### config.mk
export PLATFORM = sky130hd
export DESIGN_NAME = rv_hazard_stall_ctrl
export DESIGN_NICKNAME = d
export VERILOG_FILES = /design/src/rtl/rv_hazard_stall_ctrl.sv
export SDC_FILE = /design/constraint.sdc
export NUM_CORES = 1
export LEC_CHECK = 0
export BUFFER_PORTS_ARGS = -buffer_cell sky130_fd_sc_hd__buf_2
export CAP_MARGIN = 20
export CORE_MARGIN = 10
export CORE_UTILIZATION = 47
export CTS_CLUSTER_SIZE = 12
export DETAILED_ROUTE_END_ITERATION = 6
export PLACE_DENSITY_LB_ADDON = 0.1
export SLEW_MARGIN = 20
export SYNTH_ARGS = -nofsm -noshare
export SYNTH_HDL_FRONTEND = slang
export SYNTH_SLANG_ARGS = --single-unit
### constraint.sdc
create_clock -name clk -period 1.8 [get_ports clk]
set_input_delay 0.09 -clock clk [delete_from_list [all_inputs] [get_ports clk]]
set_output_delay 0.09 -clock clk [all_outputs]
set_load 0.02 [all_outputs]
### src/rtl/rv_hazard_stall_ctrl.sv
// Hazard and stall controller for a 5-stage RISC-V pipeline: operand forwarding,
// load-use interlock, branch flush and a DMEM handshake with timeout.
module rv_hazard_stall_ctrl #(
  parameter int REGADDR_W = 5,
  parameter int TIMEOUT   = 16,
  parameter int CNT_W     = 16
) (
  input  logic                 clk,
  input  logic                 rst_n,
  input  logic [REGADDR_W-1:0] rs1_d,
  input  logic [REGADDR_W-1:0] rs2_d,
  input  logic [REGADDR_W-1:0] rs1_e,
  input  logic [REGADDR_W-1:0] rs2_e,
  input  logic [REGADDR_W-1:0] rd_e,
  input  logic [REGADDR_W-1:0] rd_m,
  input  logic [REGADDR_W-1:0] rd_w,
  input  logic                 regwrite_e,
  input  logic                 regwrite_m,
  input  logic                 regwrite_w,
  input  logic                 load_e,
  input  logic                 pcsrc_e,
  input  logic                 mem_access_m,
  input  logic                 dmem_ack,
  output logic                 dmem_req,
  output logic                 stall_f,
  output logic                 stall_d,
  output logic                 stall_e,
  output logic                 stall_m,
  output logic                 flush_d,
  output logic                 flush_e,
  output logic                 flush_w,
  output logic                 mem_err,
  output logic [1:0]           forward_a_e,
  output logic [1:0]           forward_b_e,
  output logic [CNT_W-1:0]     stall_cnt
);

  localparam int WCNT_W = $clog2(TIMEOUT + 1);

  typedef enum logic [1:0] {
    S_IDLE,
    S_WAIT,
    S_ERR
  } state_t;

  state_t             state_q, state_d;
  logic [WCNT_W-1:0]  wcnt_q, wcnt_d;
  logic [CNT_W-1:0]   stall_cnt_q, stall_cnt_d;
  logic               mstall;
  logic               lu;

  // M stage wins over W because it holds the younger result.
  function automatic logic [1:0] fwd_sel(input logic [REGADDR_W-1:0] rs);
    if (regwrite_m && (rd_m == rs) && (rd_m != '0))      return 2'b10;
    else if (regwrite_w && (rd_w == rs) && (rd_w != '0)) return 2'b01;
    else                                                 return 2'b00;
  endfunction

  assign forward_a_e = fwd_sel(rs1_e);
  assign forward_b_e = fwd_sel(rs2_e);

  assign lu = load_e && regwrite_e && (rd_e != '0) &&
              ((rd_e == rs1_d) || (rd_e == rs2_d));

  // NOTE: every signal written here gets a default first so no latch is inferred.
  always_comb begin
    state_d  = state_q;
    wcnt_d   = wcnt_q;
    dmem_req = 1'b0;
    mstall   = 1'b0;
    case (state_q)
      S_IDLE: begin
        dmem_req = mem_access_m;
        if (mem_access_m && !dmem_ack) begin
          state_d = S_WAIT;
          wcnt_d  = WCNT_W'(1);
          mstall  = 1'b1;
        end
      end
      S_WAIT: begin
        dmem_req = 1'b1;
        if (dmem_ack) begin
          state_d = S_IDLE;
          wcnt_d  = '0;
        end else begin
          mstall = 1'b1;
          if (wcnt_q == WCNT_W'(TIMEOUT)) state_d = S_ERR;
          else                            wcnt_d  = wcnt_q + WCNT_W'(1);
        end
      end
      S_ERR:   mstall  = 1'b1;
      default: state_d = S_IDLE;
    endcase
  end

  assign mem_err = (state_q == S_ERR);

  // Memory stall freezes the whole pipe; a taken branch beats a load-use bubble.
  always_comb begin
    stall_f = 1'b0;
    stall_d = 1'b0;
    stall_e = 1'b0;
    stall_m = 1'b0;
    flush_d = 1'b0;
    flush_e = 1'b0;
    flush_w = 1'b0;
    if (mstall) begin
      stall_f = 1'b1;
      stall_d = 1'b1;
      stall_e = 1'b1;
      stall_m = 1'b1;
      flush_w = 1'b1;
    end else if (pcsrc_e) begin
      flush_d = 1'b1;
      flush_e = 1'b1;
    end else if (lu) begin
      stall_f = 1'b1;
      stall_d = 1'b1;
      flush_e = 1'b1;
    end
  end

  always_comb begin
    stall_cnt_d = stall_cnt_q;
    if (stall_f && (stall_cnt_q != '1)) stall_cnt_d = stall_cnt_q + CNT_W'(1);
  end

  assign stall_cnt = stall_cnt_q;

  // NOTE: sequential state uses non-blocking assignments so all registers update together.
  always_ff @(posedge clk or negedge rst_n) begin
    if (!rst_n) begin
      state_q     <= S_IDLE;
      wcnt_q      <= '0;
      stall_cnt_q <= '0;
    end else begin
      state_q     <= state_d;
      wcnt_q      <= wcnt_d;
      stall_cnt_q <= stall_cnt_d;
    end
  end

endmodule

==> implementation parameters <==
Parameter                              Value

Power
  Power Total ... 0.000937 W
  PD cells ... around 430 nW/um^2
  Total leakage power ... approximately 1.1 nW
  Cell-internal power ... between 0.0006 and 0.0007 W
  Portion of total power attributed to the clock network ... 25.4%
  Sw frac ... 26.7%
  Net switching power of the design ... 0.000250 W
  IR drop worst, VDD ... 0.382 mV
  Relative contribution of sequential cells to total power ... 55.5%
  Part of the total power dissipated in combinational logic ... 19.1%

Synth
  Sequential element share of the synthesized area ... 34.9%
  Synth Warn # ... 0
  Number of distinct library cells after synthesis ... 38
  Largest cells by area after synthesis ... sky130_fd_sc_hd__dfrtp_1, sky130_fd_sc_hd__xor2_1, sky130_fd_sc_hd__xnor2_1
  #FFs+latches synth ... 23
  Post-synth top area share ... 34.9%
  Library cell occupying the most area in the post-synthesis netlist ... sky130_fd_sc_hd__dfrtp_1
  Number of cells produced by synthesis ... 173
  Mapped Area ... between 1500 and 2000 sq um
  Mean instance size in the synthesized netlist ... 9.53 sq um
  Net Count, Synth ... 220

Critical path
  Cell depth of the worst flop-to-flop path ... 6
  Setup slack of the worst register-to-register path ... 0.20 ns
  Worst Setup End Kind ... primary output
  Startpoint of the lowest-slack register-to-register path ... stall_cnt[13]
  CP arrival ... between 1.5 and 2 ns
  Worst EP required ... about 1.7 ns
  Biggest fanout along the worst timing path ... 3
  Category of the most critical setup path ... input port to primary output
  Worst setup SP type ... input port
  Worst reg2reg path endpoint ... stall_cnt[1]

Placement
  Number of buffers inserted by port buffering ... just over 70
  Placed Cells incl. Taps ... 297
  Weighted congestion at the end of routability-driven global placement ... between 0.8 and 0.9
  Estimated wirelength of the detail-placed design ... 3600 um
  Area of placed instances ... 2110 sq um
  Post-Place Setup Slack ... around 0.094 ns

Clocking
  TritonCTS buffer count ... 3
  CTS clk-pin slew, worst paths ... 0.11 ns
  Number of buffers between clock root and the deepest sink ... 2
  Number of H-tree levels ... 1
  Clock sink count ... 23
  Insertion delay to the later sink of the worst-skew pair ... a little over 0.3 ns
  TritonCTS clock tree ... done
  CTS Root Buffer Type ... sky130_fd_sc_hd__clkbuf_4

Detailed routing
  Pre-Repair DR Iteration Count ... 4
  DRC ... 0
  Via density per instance ... about 5.1
  Drt total wl ... 4160 um
  Total via count in the routed design ... 1543
  DR iter-0 viols ... 77
  Antenna-violating nets left ... 0
  Routed wire per std cell ... 13.7 um

Timing
  Final worst clock skew ... 0.0169 ns
  Slew at the pin with the worst max-slew slack ... between 0.5 and 0.6 ns
  Worst slew margin relative to its limit ... about two thirds
  Post-layout min period ... 1.67 ns
  RSZ-0062 raised after global routing ... false
  Worst path setup slack after routing ... 0.127 ns
  Tcrit/Tclk final ... 92.9%
  Highest attainable clock frequency ... approximately 600 MHz
  Final-report max-slew violation count ... 0
  TNS Setup ... 0 ns
  Final number of setup-violating endpoints ... 0
  Hold violation count in the final report ... 0

Floorplan
  Placeable Area ... 3360 sq um
  Total die area ... about 6300 sq um
  Num ports ... 73
  Die W ... 79.2 um
  Die outline height ... approximately 79 um
  Initial Utilization ... between 40% and 50%
  Cell Rows ... 21

Hold path
  Launch instance of the worst min-delay path ... dmem_ack
  Depth of the worst hold-timing path ... 2
  Endpoint, Worst Hold ... state_q[1]
  Min-delay worst type ... input port to flip-flop

Finish
  Filler-free cell count of the finished design ... 304
  Final std cell area, no fill ... 2180 sq um
  Share of layout cells above drive strength 1 ... between 40 and 50%
  Antenna cell count ... 0
  Area growth, synth to finish ... 32.4%
  Final net count ... 306

Global routing
  Tot GR Track Use ... 13.1%
  Global-route wire length before repair ... roughly 7000 um
  Global route overflow ... 0
  Number of antenna violations at the first check in global routing ... 0
  Number of global-route vias before repair ... around 1600
  Pin count of the biggest net entering global routing ... 24

Flow run
  Number of max-cap violations ... 0

Status
  Run status ... finished clean
synthesized netlist by cell type:
cell and number:
sky130_fd_sc_hd__dfrtp_1 23, sky130_fd_sc_hd__buf_4 3, sky130_fd_sc_hd__or2b_2 1, sky130_fd_sc_hd__and2_1 1, sky130_fd_sc_hd__inv_1 6, sky130_fd_sc_hd__and3b_1 1
sky130_fd_sc_hd__nor3_1 2, sky130_fd_sc_hd__and3_1 5, sky130_fd_sc_hd__nor3_2 2, sky130_fd_sc_hd__a22oi_2 1, sky130_fd_sc_hd__ha_1 3, sky130_fd_sc_hd__o31ai_4 1
sky130_fd_sc_hd__nand3b_1 2, sky130_fd_sc_hd__nand4_1 8, sky130_fd_sc_hd__mux2_4 1, sky130_fd_sc_hd__buf_6 1, sky130_fd_sc_hd__o31ai_1 1, sky130_fd_sc_hd__xnor2_1 19
sky130_fd_sc_hd__o221a_2 1, sky130_fd_sc_hd__xor2_1 28, sky130_fd_sc_hd__o211ai_1 1, sky130_fd_sc_hd__nor3b_2 1, sky130_fd_sc_hd__o21ai_0 5, sky130_fd_sc_hd__and4_1 1
sky130_fd_sc_hd__nor2b_1 2, sky130_fd_sc_hd__or4_1 5, sky130_fd_sc_hd__o211ai_2 1, sky130_fd_sc_hd__nand2_1 10, sky130_fd_sc_hd__nand4_2 2, sky130_fd_sc_hd__nand2_2 1
sky130_fd_sc_hd__clkbuf_1 2, sky130_fd_sc_hd__nor4_1 4, sky130_fd_sc_hd__nand3_1 7, sky130_fd_sc_hd__a21oi_1 1, sky130_fd_sc_hd__and2_2 1, sky130_fd_sc_hd__mux2_1 1
sky130_fd_sc_hd__nor2_1 16, sky130_fd_sc_hd__nand2b_1 2
stage by stage:
step,util (%),hold slack [ns]
6_report,64.9,0.0704
5_1_grt,64.9,0.0572
4_1_cts,64.1,0.0525
3_5_place_dp,62.9,0.0962
3_3_place_gp,62.9,0.0914
2_1_floorplan,-,-0.206
how the worst max path moves through the flow:
stage	slack, ns	to	depth (start not counted)	start
after CTS	0.02	stall_d	6	state_q[0]
final	0.13	forward_b_e[0]	6	rd_m[1]
after detailed placement	0.09	stall_cnt[15]	8	rd_e[2]
after global placement	0.15	stall_cnt[9]	8	rd_e[2]
after floorplan	0.003	forward_a_e[0]	4	rd_m[1]
after global routing	0.002	forward_b_e[0]	6	rd_m[1]
worst max-delay path: stages:
cell	delay (ns)
sky130_fd_sc_hd__buf_2	0.12
sky130_fd_sc_hd__or4_1	0.51
sky130_fd_sc_hd__o21ai_0	0.21
sky130_fd_sc_hd__nor4_1	0.10
sky130_fd_sc_hd__nor4_1	0.32
sky130_fd_sc_hd__buf_2	0.23
cell usage in the layout (no fill, tap or decap), types with 2 or more instances in the layout:
master and count:
sky130_fd_sc_hd__nor3_1 2, sky130_fd_sc_hd__nand3_1 7, sky130_fd_sc_hd__nor2_1 14, sky130_fd_sc_hd__nand4_1 8, sky130_fd_sc_hd__xor2_1 28, sky130_fd_sc_hd__nand2_1 10
sky130_fd_sc_hd__buf_4 13, sky130_fd_sc_hd__nor2b_1 2, sky130_fd_sc_hd__o21ai_0 5, sky130_fd_sc_hd__nor4_1 4, sky130_fd_sc_hd__nand2b_1 2, sky130_fd_sc_hd__clkbuf_4 3
sky130_fd_sc_hd__inv_1 6, sky130_fd_sc_hd__nand3b_1 2, sky130_fd_sc_hd__or4_1 5, sky130_fd_sc_hd__nor3_2 2, sky130_fd_sc_hd__dfrtp_1 22, sky130_fd_sc_hd__xnor2_1 19
sky130_fd_sc_hd__and3_1 5, sky130_fd_sc_hd__buf_2 72, sky130_fd_sc_hd__ha_1 3, sky130_fd_sc_hd__nand4_2 2
metal layers:
metal / vias up / part of all wire (%) / track usage [%]
li1: 767 / - / -
met1: 736 / 40 / 14.4
met2: 36 / 55 / 24.6
met3: 4 / 4.4 / 3.72
met4: 0 / 0.48 / 1.79
met5: - / 0 / 0
sequential cells by signal, indices dropped and copies added (netlist names):
signal,cells
stall_cnt,16
state_q,2
wcnt_q,5
what timing repair did:
action / 4_1_cts / 5_1_grt
hold endpoints to repair: 23 / 0
pin swaps: 0 / 2
buffers inserted: 0 / 2
hold buffers: 1 / 0
gates resized for setup: 1 / 4
endpoints found under the setup margin: 2 / 4
cloned: 0 / 0
area by class of cell:
type | count | area (sq um)
fill | 313 | 1180
multi-input combinational | 138 | 1020
sequential | 23 | 577
timing repair buffer | 87 | 479
tap | 46 | 57.6
clock buffer | 3 | 22.5
inverter | 6 | 22.5
clock inverter | 1 | 5.00
cells by family after synthesis:
family | count (synthesis) | share of synthesized area (%)
simple gates | 74 | 26.1
xor+xnor | 47 | 25.0
flops | 23 | 34.9
compound gates | 12 | 6.23
buf+inv | 12 | 3.87
fa+ha+maj | 3 | 2.28
mux | 2 | 1.59
power groups by stage:
stage	clock, W	combinational (W)	sequential (W)
after global routing	0.000270	0.000200	0.000521
after floorplan	0	0.0000738	0.000535
after CTS	0.000247	0.000180	0.000521
after detailed placement	0	0.000178	0.000531
after global placement	0	0.000176	0.000530
final	0.000238	0.000179	0.000521
(Power assumes the default switching activity.)
